## config.mk

```make
export PLATFORM = sky130hd
export DESIGN_NAME = rect_raster
export DESIGN_NICKNAME = d
export VERILOG_FILES = /design/src/rtl/rect_pkg.sv /design/src/rtl/rect_scan_counter.sv /design/src/rtl/rect_raster.sv
export SDC_FILE = /design/constraint.sdc
export NUM_CORES = 1
export LEC_CHECK = 0
export CORE_AREA = 2 2 89 91
export CTS_CLUSTER_DIAMETER = 100
export CTS_CLUSTER_SIZE = 24
export DETAILED_ROUTE_END_ITERATION = 12
export DIE_AREA = 0 0 91 93
export PLACE_DENSITY_LB_ADDON = 0.1
export REMOVE_ABC_BUFFERS = 1
export SLEW_MARGIN = 20
export SYNTH_ARGS = -nofsm -noshare
export SYNTH_HDL_FRONTEND = slang
export SYNTH_SLANG_ARGS = --single-unit
```

## constraint.sdc

```tcl
create_clock -name clk -period 2.5 [get_ports clk]
set_input_delay 0.375 -clock clk [delete_from_list [all_inputs] [get_ports clk]]
set_output_delay 0.375 -clock clk [all_outputs]
set_load 0.1 [all_outputs]
```

## src/rtl/rect_pkg.sv

```systemverilog
// rect_pkg: mode/state encodings and screen defaults for the rectangle rasteriser
package rect_pkg;
   localparam logic [1:0] MODE_FILL    = 2'b00;
   localparam logic [1:0] MODE_OUTLINE = 2'b01;
   localparam logic [1:0] MODE_ERASE   = 2'b10;
   localparam int SCREEN_W_DEF = 160;
   localparam int SCREEN_H_DEF = 120;
   typedef enum logic [1:0] {ST_IDLE, ST_SETUP, ST_SCAN, ST_DONE} state_t;
endpackage

```

## src/rtl/rect_scan_counter.sv

```systemverilog
// rect_scan_counter: row-major cx/cy walker; outline mode skips the inside of interior rows
module rect_scan_counter #(
   parameter int X_W = 8,
   parameter int Y_W = 7
) (
   input  logic           clk,
   input  logic           resetn,
   input  logic           en,
   input  logic           clear,
   input  logic           skip_interior,
   input  logic [X_W-1:0] w,
   input  logic [Y_W-1:0] h,
   output logic [X_W-1:0] cx,
   output logic [Y_W-1:0] cy,
   output logic           last
);
   logic row_end, interior;
   assign row_end  = cx == w - X_W'(1);
   assign interior = skip_interior && cy != '0 && cy != h - Y_W'(1);
   assign last     = row_end && cy == h - Y_W'(1);
   always_ff @(posedge clk or negedge resetn)
      if (!resetn) begin
         cx <= '0;
         cy <= '0;
      end else if (clear) begin
         cx <= '0;
         cy <= '0;
      end else if (en) begin
         cx <= row_end ? '0 : (interior && cx == '0) ? w - X_W'(1) : cx + X_W'(1);
         cy <= row_end ? cy + Y_W'(1) : cy;
      end
endmodule

```

## src/rtl/rect_raster.sv

```systemverilog
// rect_raster: one-pixel-per-clock rectangle fill/outline/erase with screen clipping and abort
module rect_raster import rect_pkg::*; #(
   parameter int                 X_W      = 8,
   parameter int                 Y_W      = 7,
   parameter int                 COLOR_W  = 3,
   parameter int                 SCREEN_W = SCREEN_W_DEF,
   parameter int                 SCREEN_H = SCREEN_H_DEF,
   parameter logic [COLOR_W-1:0] BG_COLOR = '0
) (
   input  logic               clk,
   input  logic               resetn,
   input  logic               start,
   input  logic               abort,
   input  logic [X_W-1:0]     x0,
   input  logic [Y_W-1:0]     y0,
   input  logic [X_W-1:0]     w,
   input  logic [Y_W-1:0]     h,
   input  logic [1:0]         mode,
   input  logic [COLOR_W-1:0] color_in,
   output logic               busy,
   output logic               done,
   output logic               plot,
   output logic [X_W-1:0]     x_out,
   output logic [Y_W-1:0]     y_out,
   output logic [COLOR_W-1:0] color_out
);
   state_t             state;
   logic [X_W-1:0]     x0_q, w_q, cx;
   logic [Y_W-1:0]     y0_q, h_q, cy;
   logic [COLOR_W-1:0] color_q;
   logic               outline_q, last, accept, scanning;
   logic [X_W:0]       xs;
   logic [Y_W:0]       ys;
   assign accept    = state == ST_IDLE && start;
   assign scanning  = state == ST_SCAN && !abort;
   // one extra bit so coordinates past the port width still clip instead of wrapping on-screen
   assign xs        = {1'b0, x0_q} + {1'b0, cx};
   assign ys        = {1'b0, y0_q} + {1'b0, cy};
   assign x_out     = xs[X_W-1:0];
   assign y_out     = ys[Y_W-1:0];
   assign color_out = color_q;
   assign plot      = scanning && xs < (X_W+1)'(SCREEN_W) && ys < (Y_W+1)'(SCREEN_H);
   assign busy      = state != ST_IDLE;
   assign done      = state == ST_DONE;
   rect_scan_counter #(.X_W(X_W), .Y_W(Y_W)) u_cnt (
      .clk          (clk),
      .resetn       (resetn),
      .en           (scanning),
      .clear        (accept),
      .skip_interior(outline_q),
      .w            (w_q),
      .h            (h_q),
      .cx           (cx),
      .cy           (cy),
      .last         (last)
   );
   always_ff @(posedge clk or negedge resetn)
      if (!resetn) begin
         state     <= ST_IDLE;
         x0_q      <= '0;
         y0_q      <= '0;
         w_q       <= '0;
         h_q       <= '0;
         color_q   <= '0;
         outline_q <= 1'b0;
      end else begin
         case (state)
            ST_IDLE:
               if (start) begin
                  x0_q      <= x0;
                  y0_q      <= y0;
                  w_q       <= w;
                  h_q       <= h;
                  outline_q <= mode == MODE_OUTLINE;
                  color_q   <= mode == MODE_ERASE ? BG_COLOR : color_in;
                  state     <= ST_SETUP;
               end
            ST_SETUP: state <= abort ? ST_IDLE : (w_q == '0 || h_q == '0) ? ST_DONE : ST_SCAN;
            ST_SCAN:  state <= abort ? ST_IDLE : last ? ST_DONE : ST_SCAN;
            default:  state <= ST_IDLE;
         endcase
      end
endmodule

```

==> results of run 1 <==
==> metrics by stage <==
stage	instance area, um^2	instances	util (%)	worst slack [ns]	total power, W
4_1_cts	5100	638	67.7	-0.597	0.00750
3_5_place_dp	4840	628	64.3	-0.488	0.00669
2_1_floorplan	3520	404	-	-2.41	0.00478
3_3_place_gp	4840	628	64.3	-0.452	0.00659
6_report	5210	642	69.2	-0.656	0.00765
5_1_grt	5210	642	69.2	-0.744	0.00809
==> critical path: cells and delay by family, from the launching register on <==
| family | cells | cell delay [ns] |
|---|---|---|
| AOI/OAI and AO/OA | 6 | 1.19 |
| adders and majority gates | 2 | 0.53 |
| DFF | 1 | 0.43 |
| buffers and inverters | 2 | 0.31 |
==> logic make-up (layout without fill, tap and decap cells) <==
group           after synthesis  in the layout  share of synthesized area, %
simple gates                198            198                          26.3
flops                        51             51                          35.6
mux                           7              7                          1.99
fa+ha+maj                    24             24                          8.79
compound gates               76             76                          14.5
buf+inv                      36            156                          4.01
xor+xnor                     28             28                          8.79
==> state kept, by name (all words and copies together), names as in the netlist <==
| signal | cells |
|---|---|
| y0_q | 7 |
| h_q | 7 |
| color_out | 3 |
| u_cnt.cy | 7 |
| u_cnt.cx | 8 |
| w_q | 8 |
| state | 2 |
| outline_q | 1 |
| x0_q | 8 |
==> cell type report <==
class / count / area, um^2
clock buffers: 8 / 100
fillers: 624 / 2310
inverters: 20 / 75.1
multi-input cells: 333 / 2380
flip-flops and latches: 51 / 1280
well taps: 102 / 128
repair buffers: 128 / 1260
==> final timing paths <==
kind | end | slack (ns) | from | cells after the start
setup / recovery | plot | -0.66 | u_cnt.cx[0] | 10
hold / removal | w_q[4] | 0.06 | resetn | 1
setup reg to reg | u_cnt.cx[1] | 0.05 | h_q[0] | 6
hold reg to reg | color_out[2] | 0.48 | color_out[2] | 2
max in group asynchronous | u_cnt.cy[5] | 1.88 | resetn | 2
min in group clk | color_out[2] | 0.48 | color_out[2] | 2
==> layer usage <==
layer  routed length (um)  vias up
li1                     -     1703
met1                 4210     1557
met2                 4340       74
met3                  277        9
met4                  112        0
met5                    0        -
==> power by group <==
part | internal [W] | switching, W | leakage [nW] | total, W
Combinational | 0.00232 | 0.00343 | 1.76 | 0.00574
Sequential | 0.00113 | 0.000234 | 0.648 | 0.00137
Clock | 0.000253 | 0.000282 | 0.0515 | 0.000536
==> cell usage in the layout (no fill, tap or decap), types with 4 or more instances in the layout <==
cell type	n
nand2_1	106
buf_4	72
dfrtp_1	51
clkdlybuf4s50_1	37
o21ai_0	21
inv_1	19
ha_1	19
nor2_1	14
buf_12	14
xnor2_1	13
nor3_1	11
nand3_1	11
xor2_1	8
a21oi_1	7
clkbuf_8	7
a31oi_1	6
or2_2	5
mux2i_1	5
o31ai_1	5
a21o_1	4
a21oi_2	4
nand2b_1	4
xnor3_1	4
and3_1	4
nand4_1	4
nor4_1	4
==> timing repair <==
| item | in CTS | in global routing |
|---|---|---|
| resized for setup | 31 | 19 |
| hold buffers | 0 | 0 |
| pin swaps | 13 | 12 |
| cloned | 0 | 0 |
| buffers inserted | 3 | 4 |
| setup endpoints to repair | 16 | 23 |
==> flow_summary.ini, run 1 <==
[synth]
synth_edf_count = 0
async_reset_ff_share_pct = 100
synth.distinct_cells = 60
ys_warn_count = 0
synth.avg_cell_area_um2 = 8.54
synthesis.area_um2 = 3590
seq_area_frac_synth_pct = 35.6
synth.most_common_cell = nand2_1
synthCells = 420
netlist.area_leader.share_pct = 35.6
yosys_register_bits = 51
synth_top_area_cell = dfrtp_1
synth_flop_cell = dfrtp_1
synth_commonest_cells = 107 x nand2_1, 51 x dfrtp_1, 23 x o21ai_0
ys_top_cells_by_area = dfrtp_1 36%, nand2_1 11%, ha_1 7.7%, xnor2_1 3.7%, o21ai_0 3.2%

[routing]
avgViaCountPerCell = 5.21
drc = 0
first_pass_iters = 4
drt_iter0_drc = 175
wire_per_inst_um = 13.9
ant_nets = 0
vias = 3343
routed_wl_um = 8940

[sta]
skew_ns = 0.00345
final.min_clock_period_ns = 3.16
hold_viol = 0
fin_tns_setup_ns = -1.24
max_freq_ghz = 0.317
tightest_slew_ns = 0.614
fin_ws_ns = -0.656
relSlewSlack_pct = 59.0
post-route-period-util_pct = 126
rsz0062_at_grt = yes
drv_slew = 0
fin_worst_hold_slack_ns = 0.0626
setup_viol = 6

[outcome]
violations = negative setup slack
status = finished, violations left

[final_layout]
diodes = 0
area_growth_pct = 45.4
nets = 602
final_layout_size_suffix_gt1_share_pct = 27.4

[power_and_ir_drop]
p_per_area_nw_per_um2 = 1470
ir_drop_mv = 0.752
power.leakage_nw = 2.46

[grt]
grt_pass1_vias = 3314
grt-ovfl-total = 0
grt_start_max_net_pins = 30
met1_usage_pct = 28.7
use_met2_pct = 38.1
grt.busiest_layer = met2
grt_pass1_wl_um = 15200
gr-usage-all-layers_pct = 22.1
antenna_found_initial = 0
use_met3_pct = 3.30

[critical_path]
crit_chain = ha_4 > fa_2 > a21o_1 > a21oi_2 > o21ai_2 > a31o_2 > a221o_1 > a211oi_2 > buf_4 > buf_12
critPathLaunchType = flip-flop
cp_data_required_time_ns = 2.12
critical_path.max_stage_delay_ns = 0.43
endpoint_kind = output pin
cp.arrival_ns = 2.78
slowest_stage = dfrtp_1
critical_path_class = reg2out
cp_max_fo = 2

[clocking]
clk_path_buf_depth = 2
clk_latency_ns = 0.31
cts-htree-levels = 2
cts.clk_slew.worst_paths_ns = 0.09
clock_sinks = 51
cts_buffers = 5
cts-root-buf = clkbuf_8
cts_tree = yes

[placed_design]
gp_congestion = 0.889
place_hpwl_um = 6720
io_buffers = 59

[flow_run]
maxCapViolCount = 0

[hold_path]
min_path_type = in2async

[floorplan]
die_y_um = 93
num_rows = 32
floorplan.initialDensity_pct = 47.6
die_w_um = 91
die_area_um2 = 8460
num_io_pins = 60
core_area_um2 = 7530
(Power assumes the default switching activity.)
==> inputs of run 2 (changes only) <==
Settings changed: REMOVE_ABC_BUFFERS 1 to default.
==> flow_summary.ini, run 2 (same netlist as run 1, synthesis figures left out) <==
[routing]
drc = 0
first_pass_iters = 4
drt_iter0_drc = 252
routed_wl_um = 9350
vias = 3438
ant_nets = 0
avgViaCountPerCell = 5.31
wire_per_inst_um = 14.5

[sta]
tightest_slew_ns = 0.634
post-route-period-util_pct = 122
drv_slew = 0
fin_ws_ns = -0.551
fin_tns_setup_ns = -1.36
max_freq_ghz = 0.328
hold_viol = 0
fin_worst_hold_slack_ns = 0.0336
relSlewSlack_pct = 57.6
rsz0062_at_grt = yes
final.min_clock_period_ns = 3.05
setup_viol = 5
skew_ns = 0.0146

[floorplan]
die_w_um = 91
die_y_um = 93
num_rows = 32
core_area_um2 = 7530
die_area_um2 = 8460
floorplan.initialDensity_pct = 47.6
num_io_pins = 60

[flow_run]
maxCapViolCount = 0

[critical_path]
cp.arrival_ns = 2.68
endpoint_kind = output pin
critical_path_class = reg2out
r2r_end = u_cnt.cy[5]
critPathLaunchType = flip-flop
ff2ff_setup_slack_ns = 0.03
r2r-start = w_q[5]
cp_max_fo = 2
reg2reg_depth = 7
cp_data_required_time_ns = 2.12

[placed_design]
gp_congestion = 0.911
place_area_um2 = 4960
place_hpwl_um = 6940
dp_cells = 631
io_buffers = 59

[power_and_ir_drop]
p_per_area_nw_per_um2 = 1480
power.leakage_nw = 2.52
ir_drop_mv = 0.812

[final_layout]
area_growth_pct = 50.4
final_util_pct = 71.6
final_layout_size_suffix_gt1_share_pct = 30.8
reg_top3 = u_cnt.cx x8, w_q x8, x0_q x8
nFillCells = 598
final_cell_mix = 106 x nand2_1, 73 x buf_4, 51 x dfrtp_1, 37 x clkdlybuf4s50_1, 19 x inv_1
diodes = 0
final_common_cell = nand2_1
stdcell_area_um2 = 5390
stdcell_count = 647
nets = 607

[hold_path]
min_path_type = in2async

[grt]
grt-ovfl-total = 0
grt_pass1_wl_um = 15400
antenna_found_initial = 0
grt_pass1_vias = 3361
gr-usage-all-layers_pct = 22.5
grt_start_max_net_pins = 28

[outcome]
violations = negative setup slack
status = finished, violations left

[clocking]
cts-htree-levels = 2
cts.clk_slew.worst_paths_ns = 0.11
cts_buffers = 5
clock_sinks = 51
cts_tree = yes
clk_latency_ns = 0.32
clk_path_buf_depth = 2
cts-root-buf = clkbuf_8

[synth]
synth_nets = 483
==> run 2: changes by cell type in the layout (fill, tap and decap cells not counted), moves of 2 or more <==
cell      before  now
xnor2_1       13   11
xnor2_2        1    3
nor2_1        14   12
buf_6          3    7
o21ai_1        0    3
o311ai_0       2    0
o311ai_2       0    2
ha_2           1    3
clkbuf_8       7    5
o21ai_0       21   18
==> run 2: cell type report <==
cell class	count	area (um^2)	area share [%]
Inverter	20	75.1	1.39
Clock inverter	3	46.3	0.858
Clock buffer	5	68.8	1.28
Multi-Input combinational cell	333	2490	46.2
Timing Repair Buffer	133	1310	24.2
Sequential cell	51	1280	23.7
Tap cell	102	128	2.37
==> run 2: what timing repair did <==
action / CTS / global route
endpoints found under the hold margin: 0 / 0
setup buffers: 5 / 5
setup endpoints to repair: 18 / 23
hold buffers: 0 / 0
pin swaps: 13 / 15
cloned: 0 / 0
gates resized for setup: 20 / 41
==> run 2: worst max-delay path, cell delays in order (launching register included) <==
cell      delay (ns)
dfrtp_1         0.41
ha_2            0.20
fa_2            0.35
a21o_1          0.18
a21oi_2         0.15
o21ai_2         0.07
a31o_2          0.24
a221o_1         0.35
a211oi_4        0.20
buf_12          0.21
==> run 2: per-stage QoR <==
| step | setup WS, ns | power, W |
|---|---|---|
| 2_1_floorplan | -0.767 | 0.00500 |
| 4_1_cts | -0.616 | 0.00770 |
| 6_report | -0.551 | 0.00798 |
| 3_3_place_gp | -0.303 | 0.00679 |
| 5_1_grt | -0.671 | 0.00842 |
| 3_5_place_dp | -0.313 | 0.00691 |
==> run 2: report_power, final <==
part           internal [W]  switching [W]  total, W
Sequential          0.00113       0.000233   0.00136
Combinational       0.00243        0.00358   0.00601
Clock              0.000302       0.000307  0.000609
Total               0.00386        0.00412   0.00798
==> run 2: how the worst max path moves through the flow <==
stage	slack [ns]	start	depth (start not counted)	to
2_1_floorplan	-0.77	u_cnt.cy[0]	9	plot
3_3_place_gp	-0.30	x0_q[0]	9	plot
3_5_place_dp	-0.31	u_cnt.cx[0]	9	plot
4_1_cts	-0.62	u_cnt.cx[0]	9	plot
5_1_grt	-0.67	x0_q[0]	9	plot
6_report	-0.55	u_cnt.cx[0]	9	plot
==> run 2: per-layer routing <==
layer	part of all wire, %	routed length (um)	GRT usage, %
met5	0	0	0
met4	1.5	136	6.69
met3	4.3	399	3.79
met2	49	4560	38.6
met1	45	4260	29.2
